File: config.mk
export PLATFORM = sky130hd
export DESIGN_NAME = dram_arbiter
export DESIGN_NICKNAME = d
export VERILOG_FILES = /design/src/rtl/lenet_pkg.sv /design/src/rtl/rd_tag_fifo.sv /design/src/rtl/dram_arbiter.sv
export SDC_FILE = /design/constraint.sdc
export NUM_CORES = 1
export LEC_CHECK = 0
export BUFFER_PORTS_ARGS = -buffer_cell sky130_fd_sc_hd__clkbuf_2
export CAP_MARGIN = 5
export CORE_AREA = 2 2 112 114
export CTS_BUF_LIST = sky130_fd_sc_hd__clkbuf_16
export CTS_CLUSTER_DIAMETER = 80
export DETAILED_ROUTE_END_ITERATION = 7
export DIE_AREA = 0 0 114 116
export GPL_ROUTABILITY_DRIVEN = 0
export GPL_TIMING_DRIVEN = 1
export PLACE_DENSITY = 0.78
export SLEW_MARGIN = 20
export SYNTH_ARGS = -nofsm -noshare
export SYNTH_HDL_FRONTEND = slang
export SYNTH_HIERARCHICAL = 1
export SYNTH_SLANG_ARGS = --single-unit
File: constraint.sdc
create_clock -name clk -period 4.2 [get_ports clk]
set_clock_uncertainty 0.05 [all_clocks]
set_input_delay 1.05 -clock clk [delete_from_list [all_inputs] [get_ports clk]]
set_output_delay 1.05 -clock clk [all_outputs]
set_load 0.005 [all_outputs]
File: src/rtl/lenet_pkg.sv
// lenet_pkg: shared widths, outstanding-read limit and client identifiers for the DRAM arbiter.
package lenet_pkg;
   localparam int DATA_WIDTH = 32;
   localparam int ADDR_WIDTH = 18;
   localparam int MAX_OUTST = 4;
   typedef enum logic {CLIENT_FEAT = 1'b0, CLIENT_WGT = 1'b1} client_id_t;
   function automatic logic [1:0] client_onehot(input client_id_t c);
      return c == CLIENT_WGT ? 2'b10 : 2'b01;
   endfunction
endpackage

File: src/rtl/rd_tag_fifo.sv
// rd_tag_fifo: in-order FIFO of client IDs for reads awaiting DRAM data.
module rd_tag_fifo #(
   parameter int DEPTH = 4,
   localparam int CW = $clog2(DEPTH) + 1
) (
   input  logic          clk,
   input  logic          srst,
   input  logic          push,
   input  logic          pop,
   input  logic          din,
   output logic          dout,
   output logic          full,
   output logic          empty,
   output logic [CW-1:0] count
);
   localparam int AW = $clog2(DEPTH);
   logic [DEPTH-1:0] mem;
   logic [AW-1:0] wr_ptr, rd_ptr;
   logic do_push, do_pop;
   assign full = count == CW'(DEPTH);
   assign empty = count == '0;
   assign dout = mem[rd_ptr];
   assign do_pop = pop && !empty;
   // a pop in the same cycle frees the slot a push into a full FIFO needs
   assign do_push = push && (!full || do_pop);
   always_ff @(posedge clk) begin
      if (srst) begin
         wr_ptr <= '0;
         rd_ptr <= '0;
         count <= '0;
      end else begin
         if (do_push) begin
            mem[wr_ptr] <= din;
            wr_ptr <= wr_ptr + 1'b1;
         end
         if (do_pop) rd_ptr <= rd_ptr + 1'b1;
         count <= count + CW'(do_push) - CW'(do_pop);
      end
   end
endmodule

File: src/rtl/dram_arbiter.sv
// dram_arbiter: independent round-robin read/write arbitration of two clients onto a DRAM port,
// with in-order routing of returned read data back to the requesting client.
module dram_arbiter #(
   parameter int DATA_WIDTH = lenet_pkg::DATA_WIDTH,
   parameter int ADDR_WIDTH = lenet_pkg::ADDR_WIDTH,
   parameter int MAX_OUTST = lenet_pkg::MAX_OUTST
) (
   input  logic                  clk,
   input  logic                  srst,
   input  logic [1:0]            rd_req,
   input  logic [ADDR_WIDTH-1:0] rd_addr0,
   input  logic [ADDR_WIDTH-1:0] rd_addr1,
   output logic [1:0]            rd_ack,
   output logic [1:0]            rd_valid,
   output logic [DATA_WIDTH-1:0] rd_data,
   input  logic [1:0]            wr_req,
   input  logic [ADDR_WIDTH-1:0] wr_addr0,
   input  logic [ADDR_WIDTH-1:0] wr_addr1,
   input  logic [DATA_WIDTH-1:0] wr_data0,
   input  logic [DATA_WIDTH-1:0] wr_data1,
   output logic [1:0]            wr_ack,
   output logic                  dram_en_rd,
   output logic [ADDR_WIDTH-1:0] dram_addr_rd,
   input  logic                  dram_valid,
   input  logic [DATA_WIDTH-1:0] dram_data_rd,
   output logic                  dram_en_wr,
   output logic [ADDR_WIDTH-1:0] dram_addr_wr,
   output logic [DATA_WIDTH-1:0] dram_data_wr,
   output logic                  idle,
   output logic                  err_unexp
);
   import lenet_pkg::*;
   localparam int CW = $clog2(MAX_OUTST) + 1;
   client_id_t rd_last, wr_last, rd_pick, wr_pick, head;
   logic rd_grant, wr_grant, pop, full, empty, tag_out;
   logic [CW-1:0] count;
   // on a tie the client not granted last wins; reset leaves client 1 as "last"
   assign rd_pick = rd_req == 2'b11 ? client_id_t'(~rd_last) : client_id_t'(rd_req[1]);
   assign wr_pick = wr_req == 2'b11 ? client_id_t'(~wr_last) : client_id_t'(wr_req[1]);
   assign head = client_id_t'(tag_out);
   assign pop = dram_valid && !empty && !srst;
   assign rd_grant = !srst && |rd_req && (!full || pop);
   assign wr_grant = !srst && |wr_req;
   assign rd_ack = rd_grant ? client_onehot(rd_pick) : 2'b00;
   assign wr_ack = wr_grant ? client_onehot(wr_pick) : 2'b00;
   assign rd_valid = pop ? client_onehot(head) : 2'b00;
   assign rd_data = dram_data_rd;
   assign idle = srst || (count == '0 && !dram_en_rd && !dram_en_wr && rd_req == 2'b00 && wr_req == 2'b00);
   rd_tag_fifo #(.DEPTH(MAX_OUTST)) u_fifo (
      .clk(clk),
      .srst(srst),
      .push(rd_grant),
      .pop(pop),
      .din(rd_pick),
      .dout(tag_out),
      .full(full),
      .empty(empty),
      .count(count)
   );
   always_ff @(posedge clk) begin
      if (srst) begin
         dram_en_rd <= 1'b0;
         dram_en_wr <= 1'b0;
         dram_addr_rd <= '0;
         dram_addr_wr <= '0;
         dram_data_wr <= '0;
         rd_last <= CLIENT_WGT;
         wr_last <= CLIENT_WGT;
         err_unexp <= 1'b0;
      end else begin
         dram_en_rd <= rd_grant;
         dram_en_wr <= wr_grant;
         if (rd_grant) begin
            dram_addr_rd <= rd_pick == CLIENT_WGT ? rd_addr1 : rd_addr0;
            rd_last <= rd_pick;
         end
         if (wr_grant) begin
            dram_addr_wr <= wr_pick == CLIENT_WGT ? wr_addr1 : wr_addr0;
            dram_data_wr <= wr_pick == CLIENT_WGT ? wr_data1 : wr_data0;
            wr_last <= wr_pick;
         end
         if (dram_valid && empty) err_unexp <= 1'b1;
      end
   end
endmodule

# ---- After elaboration in Yosys (flattened, before gate mapping)
# Index checks and enable logic that the tools add are counted.
dict set report word_totals {
  regBits 84
  word_cells 68
}
dict set report classes {
  addsub 4
  order_cmp 3
  n_eq_ne 3
  mux 16
  bitwise_logic 3
  n_reduce_logical 27
}
# cell n
set op_table {}
lappend op_table {{18-bit two-way mux} 2}
lappend op_table {{32-bit two-way mux} 1}
lappend op_table {{1-bit logical AND} 13}
lappend op_table {{2-bit two-way mux} 6}
lappend op_table {{2-bit by 3-bit less-than comparator with 1-bit output, second input constant} 2}
lappend op_table {{1-bit logical NOT} 5}
lappend op_table {{2-bit by 1-bit adder with 2-bit output, second input constant} 2}
lappend op_table {{4-bit bitwise mux} 1}
lappend op_table {{2-bit equality test, second input constant} 2}
lappend op_table {{2-bit logical NOT} 2}
lappend op_table {{1-bit two-way mux} 4}
lappend op_table {{2-bit OR reduction} 2}
lappend op_table {{3-bit by 1-bit adder with 3-bit output} 1}
lappend op_table {{3-bit equality test, second input constant} 1}
lappend op_table {{3-bit logical NOT} 1}
lappend op_table {{1-bit logical OR} 3}
lappend op_table {{1-bit inverter} 3}
lappend op_table {{3-bit by 1-bit subtractor with 3-bit output} 1}
lappend op_table {{1-bit binary-select mux with 2-bit select} 1}
lappend op_table {{1-bit demux with 2-bit select} 1}
lappend op_table {{2-bit by 1-bit >= comparator with 1-bit output, second input constant} 1}
lappend op_table {{2-bit AND reduction} 1}

# ---- Depth between registers and ports, before layout
dict set report logic_depth {
  word_depth 9
  depth_mapped 14
  mapped_depth_nobuf 13
}

# ---- By module
# Netlist, hierarchy kept.
# module instances cells_each area_each_um2 seq_area_each_um2
set by_module_without_submodules {}
lappend by_module_without_submodules {dram_arbiter 1 380 3435.8 1461.4}
lappend by_module_without_submodules {rd_tag_fifo 1 53 579.3 260.2}

# ---- Worst setup path before layout
# Ideal clock, no wire load.
dict set report synth_path {
  path_type {input to register}
  from {input srst}
  to {register u_fifo.count[2]}
  setup_ns 0.078
  arrival_time_ns 3.304
  t_required_ns 4.072
  path_slack_ns 0.768
  stages 13
  path_buffers 2
  cell_sequence {clkbuf_1 buf_1 nor2_1 o21a_1 inv_1 ha_1 inv_1 ha_1 inv_1 fa_1 xor2_1 and2_2 nor3_1}
}
dict set report synth_via {
  elab_chain_len 7
}
# item line
set synth_rtl {}
lappend synth_rtl {{start, declared} dram_arbiter.sv:9} ;# input logic srst,
lappend synth_rtl {{1-bit logical NOT (*)} dram_arbiter.sv:41} ;# assign pop = dram_valid && !empty && !srst;
lappend synth_rtl {{1-bit logical AND (*)} dram_arbiter.sv:41}
lappend synth_rtl {{via pop} dram_arbiter.sv:35} ;# logic rd_grant, wr_grant, pop, full, empty, tag_out;
lappend synth_rtl {{1-bit logical OR / 1-bit logical AND (equally long branches)} {dram_arbiter.sv:42, rd_tag_fifo.sv:23}}
lappend synth_rtl {{1-bit logical AND / 1-bit logical OR (equally long branches)} {dram_arbiter.sv:42, rd_tag_fifo.sv:25}}
lappend synth_rtl {{1-bit logical AND} rd_tag_fifo.sv:25} ;# assign do_push = push && (!full || do_pop);
lappend synth_rtl {{3-bit by 1-bit adder with 3-bit output} rd_tag_fifo.sv:37} ;# count <= count + CW'(do_push) - CW'(do_pop);
lappend synth_rtl {{3-bit by 1-bit subtractor with 3-bit output (*)} rd_tag_fifo.sv:37}
lappend synth_rtl {{end signal, assigned} rd_tag_fifo.sv:37}
lappend synth_rtl {{end, declared} rd_tag_fifo.sv:14} ;# output logic [CW-1:0] count
# The timed path passes the listed nets; every way through them passes the cells marked *.
# A chain may end at the register's enable or synchronous reset.

# ---- Worst setup path in the final report
dict set report layout_path {
  from {input dram_valid}
  to {output rd_ack[0]}
}
dict set report layout_via {
  elab_chain_len 5
}
# item line
set layout_rtl {}
lappend layout_rtl {{start, declared} dram_arbiter.sv:24} ;# input logic dram_valid,
lappend layout_rtl {{1-bit logical AND (2 in a row)} dram_arbiter.sv:41}
lappend layout_rtl {{1-bit logical OR} dram_arbiter.sv:42} ;# assign rd_grant = !srst && |rd_req && (!full || pop);
lappend layout_rtl {{1-bit logical AND} dram_arbiter.sv:42}
lappend layout_rtl {{2-bit two-way mux} dram_arbiter.sv:44} ;# assign rd_ack = rd_grant ? client_onehot(rd_pick) : 2'b00;
lappend layout_rtl {{end, declared} dram_arbiter.sv:13} ;# output logic [1:0] rd_ack,
# No other way between the ends.

==> out/qor.txt <==
Status: complete, no violations
Setup_tns: 0 ns
WS Path Type: in2out
Yosys warnings: 6
Fmax: 299 MHz
Synth Flop Type: dfxtp_1
PortBufs: 220
Post-place instance area: 0.00494 mm²
Clock Pin Slew Worst Setup and Hold Paths: 0.07 ns
CP startpoint: dram_valid
Final Cycle Share: 79.5%
First-pass DRT Iterations: 5
Mapped Avg Cell Area: 9.27 µm²
Clock power frac: 32.3%
Final HPWL DP: 8750 µm
Die Wd: 114 µm
CTS tree: built
Sw Share: 29.3%
WL/cell: 15.4 µm
Fraction of layout cells with a size suffix above 1: 41.6%
Crit path DAT: 2.24 ns
First-pass GRT wire length: 17700 µm
Pwr dens: 420 mW/mm²
Hold Violations, Final: 0
Crit. End Element: output port
Gr ovfl total: 0
Reg power frac: 44.7%
Critical Path Start Type: input port
Root Driver: clkbuf_16
Post-route cell area: 0.00524 mm²
Worst-path fanout max: 20
Number of global-route vias before repair: 3575
H-tree depth: 3
Clock Latency Late Sink: 0.33 ns
Flip-flop and latch count after synthesis: 84
Reg2reg setup slack: 1.05 ns
Post-CTS Setup Bufs: 0
Seq/Total Area, Yosys: 42.9%
RSZ-0062 raised after global routing: no
Largest net degree at the start of global routing: 49
FFs w/ async S/R, synth: 0%
I/O pin count: 285
Initial Util: 33.7%
Initial antenna violation count: 0
Max_slew headroom: 63.5%
Mapped cell area: 0.00402 mm²
P_int: 1550 µW
Fin. max-slew vios: 0
Measured slew at the worst slew-check pin: 0.546 ns
Max cap viols: 0
Global-route usage over all layers: 17.0%
Final setup violation count: 0
R2r startpoint: u_fifo/count[1]
Vias: 3816
ANT nets after route: 0
Clk buf depth: 2
Core Area: 0.0119 mm²
Layout area overhead: 30.4%
Die span in y: 116 µm
EDFF count, synth: 4
Mapped Cells: 433
Final min period: 3.34 ns
Via density: 5.02
FP Rows: 40
Netlist cell types: 42
# diodes: 0
# clock sinks: 84
Num CTS Buffers: 9
Combinational share of power: 23.0%
Hold Startpoint: dram_addr_rd[11]
Drt drc: 0
Final net count: 790
CTS resizes: 0
Mapped Nets: 615
VDD IR max: 0.000157 V
DR iter-0 viols: 282
Die ar.: 0.0132 mm²
Hold Buf Count CTS: 0
Hold Crit Class: reg2reg
Psw: 645 µW
Critical path required time: 3.10 ns
WL final: 11700 µm
Leakage: 0.00250 µW
## registers in the layout, indices dropped and copies added (netlist names)
| signal | flops |
|---|---|
| dram_data_wr | 32 |
| dram_addr_rd | 18 |
| dram_addr_wr | 18 |
| u_fifo/mem | 4 |
| u_fifo/count | 3 |
| u_fifo/rd_ptr | 2 |
| u_fifo/wr_ptr | 2 |
| dram_en_rd | 1 |
| dram_en_wr | 1 |
| err_unexp | 1 |
| rd_last | 1 |
| wr_last | 1 |
## cell usage in the layout (no fill, tap or decap), types with 13 or more instances in the layout
cell,instances
dfxtp_1,80
nor2_1,13
clkbuf_2,220
nand3_1,49
a21oi_1,52
mux2i_1,37
a22oi_1,48
nand2_1,23
inv_1,16
## worst paths after layout
| kind | end | cells past startpoint |
|---|---|---|
| max | rd_ack[0] | 6 |
| min | dram_addr_rd[11] | 2 |
| max reg2reg | u_fifo/count[2] | 13 |
| min reg2reg | dram_addr_rd[11] | 2 |
## critical path, cell delays in order
cell	delay, ns
clkbuf_2	0.10
nand2b_1	0.15
a211oi_4	0.29
buf_4	0.34
nor2b_1	0.17
clkbuf_2	0.12
## cell type report
class | count | area (µm²)
Inverter | 14 | 52.6
Sequential cell | 84 | 1720
Timing Repair Buffer | 230 | 1200
Fill cell | 1207 | 6680
Multi-Input combinational cell | 269 | 1820
Tap cell | 147 | 184
Clock buffer | 9 | 225
Clock inverter | 7 | 38.8
## layer usage
layer	wire, µm	track usage, %	up-vias
met2	5610	27.9	187
met3	888	4.92	23
met5	0	0	-
met4	310	7.32	0
met1	4860	20.8	1730
li1	-	-	1876
## cells by family (layout without fill, tap and decap cells)
group	count (synthesis)	in the layout	share of synthesized area, %
AO/OA/AOI/OAI	116	116	19.0
XOR/XNOR	2	2	0.436
adder cells (fa/ha/maj)	7	7	2.37
buffers and inverters	80	260	12.4
flip-flops	84	84	42.9
multiplexers	39	39	10.2
AND/OR/NAND/NOR	105	105	12.8
## power by group through the flow
stage          registers, µW  clock network (µW)  logic (µW)
4_1_cts                  981                 732         507
2_1_floorplan            990                   0         316
6_report                 981                 710         505
3_3_place_gp             995                   0         494
3_5_place_dp             995                   0         506
5_1_grt                  993                 768         567
## synth_stat cells, types with 2 or more instances
cell / number / area (µm²)
clkbuf_1: 11 / 41.3
nor3_1: 3 / 15.0
dfxtp_1: 80 / 1600
nand3_1: 49 / 245
a22oi_1: 48 / 360
inv_1: 14 / 52.6
nor2_1: 13 / 48.8
a21oi_1: 52 / 260
edfxtp_1: 4 / 120
a31oi_1: 2 / 12.5
o221a_2: 2 / 22.5
xor2_1: 2 / 17.5
buf_6: 5 / 56.3
mux2i_1: 37 / 370
ha_1: 6 / 75.1
o21ai_0: 2 / 10.0
nand2_1: 23 / 86.3
buf_4: 39 / 293
nor3b_1: 4 / 30.0
nand2b_1: 4 / 25.0
nor2b_1: 3 / 18.8
buf_2: 10 / 50.1
## per-stage QoR
step | hold slack, ns | total power, µW | instances | utilization, % | worst slack, ns
CTS | 0.410 | 2220 | 759 | 43.7 | 0.865
finish | 0.406 | 2200 | 760 | 44.0 | 0.861
detailed placement | 0.399 | 1500 | 743 | 41.5 | 0.680
global placement | 0.392 | 1490 | 743 | 41.5 | 0.803
global route | 0.426 | 2330 | 760 | 44.0 | 0.733
floorplan | 0.401 | 1310 | 433 | - | 0.768
Power figures use the tool's default switching activity.
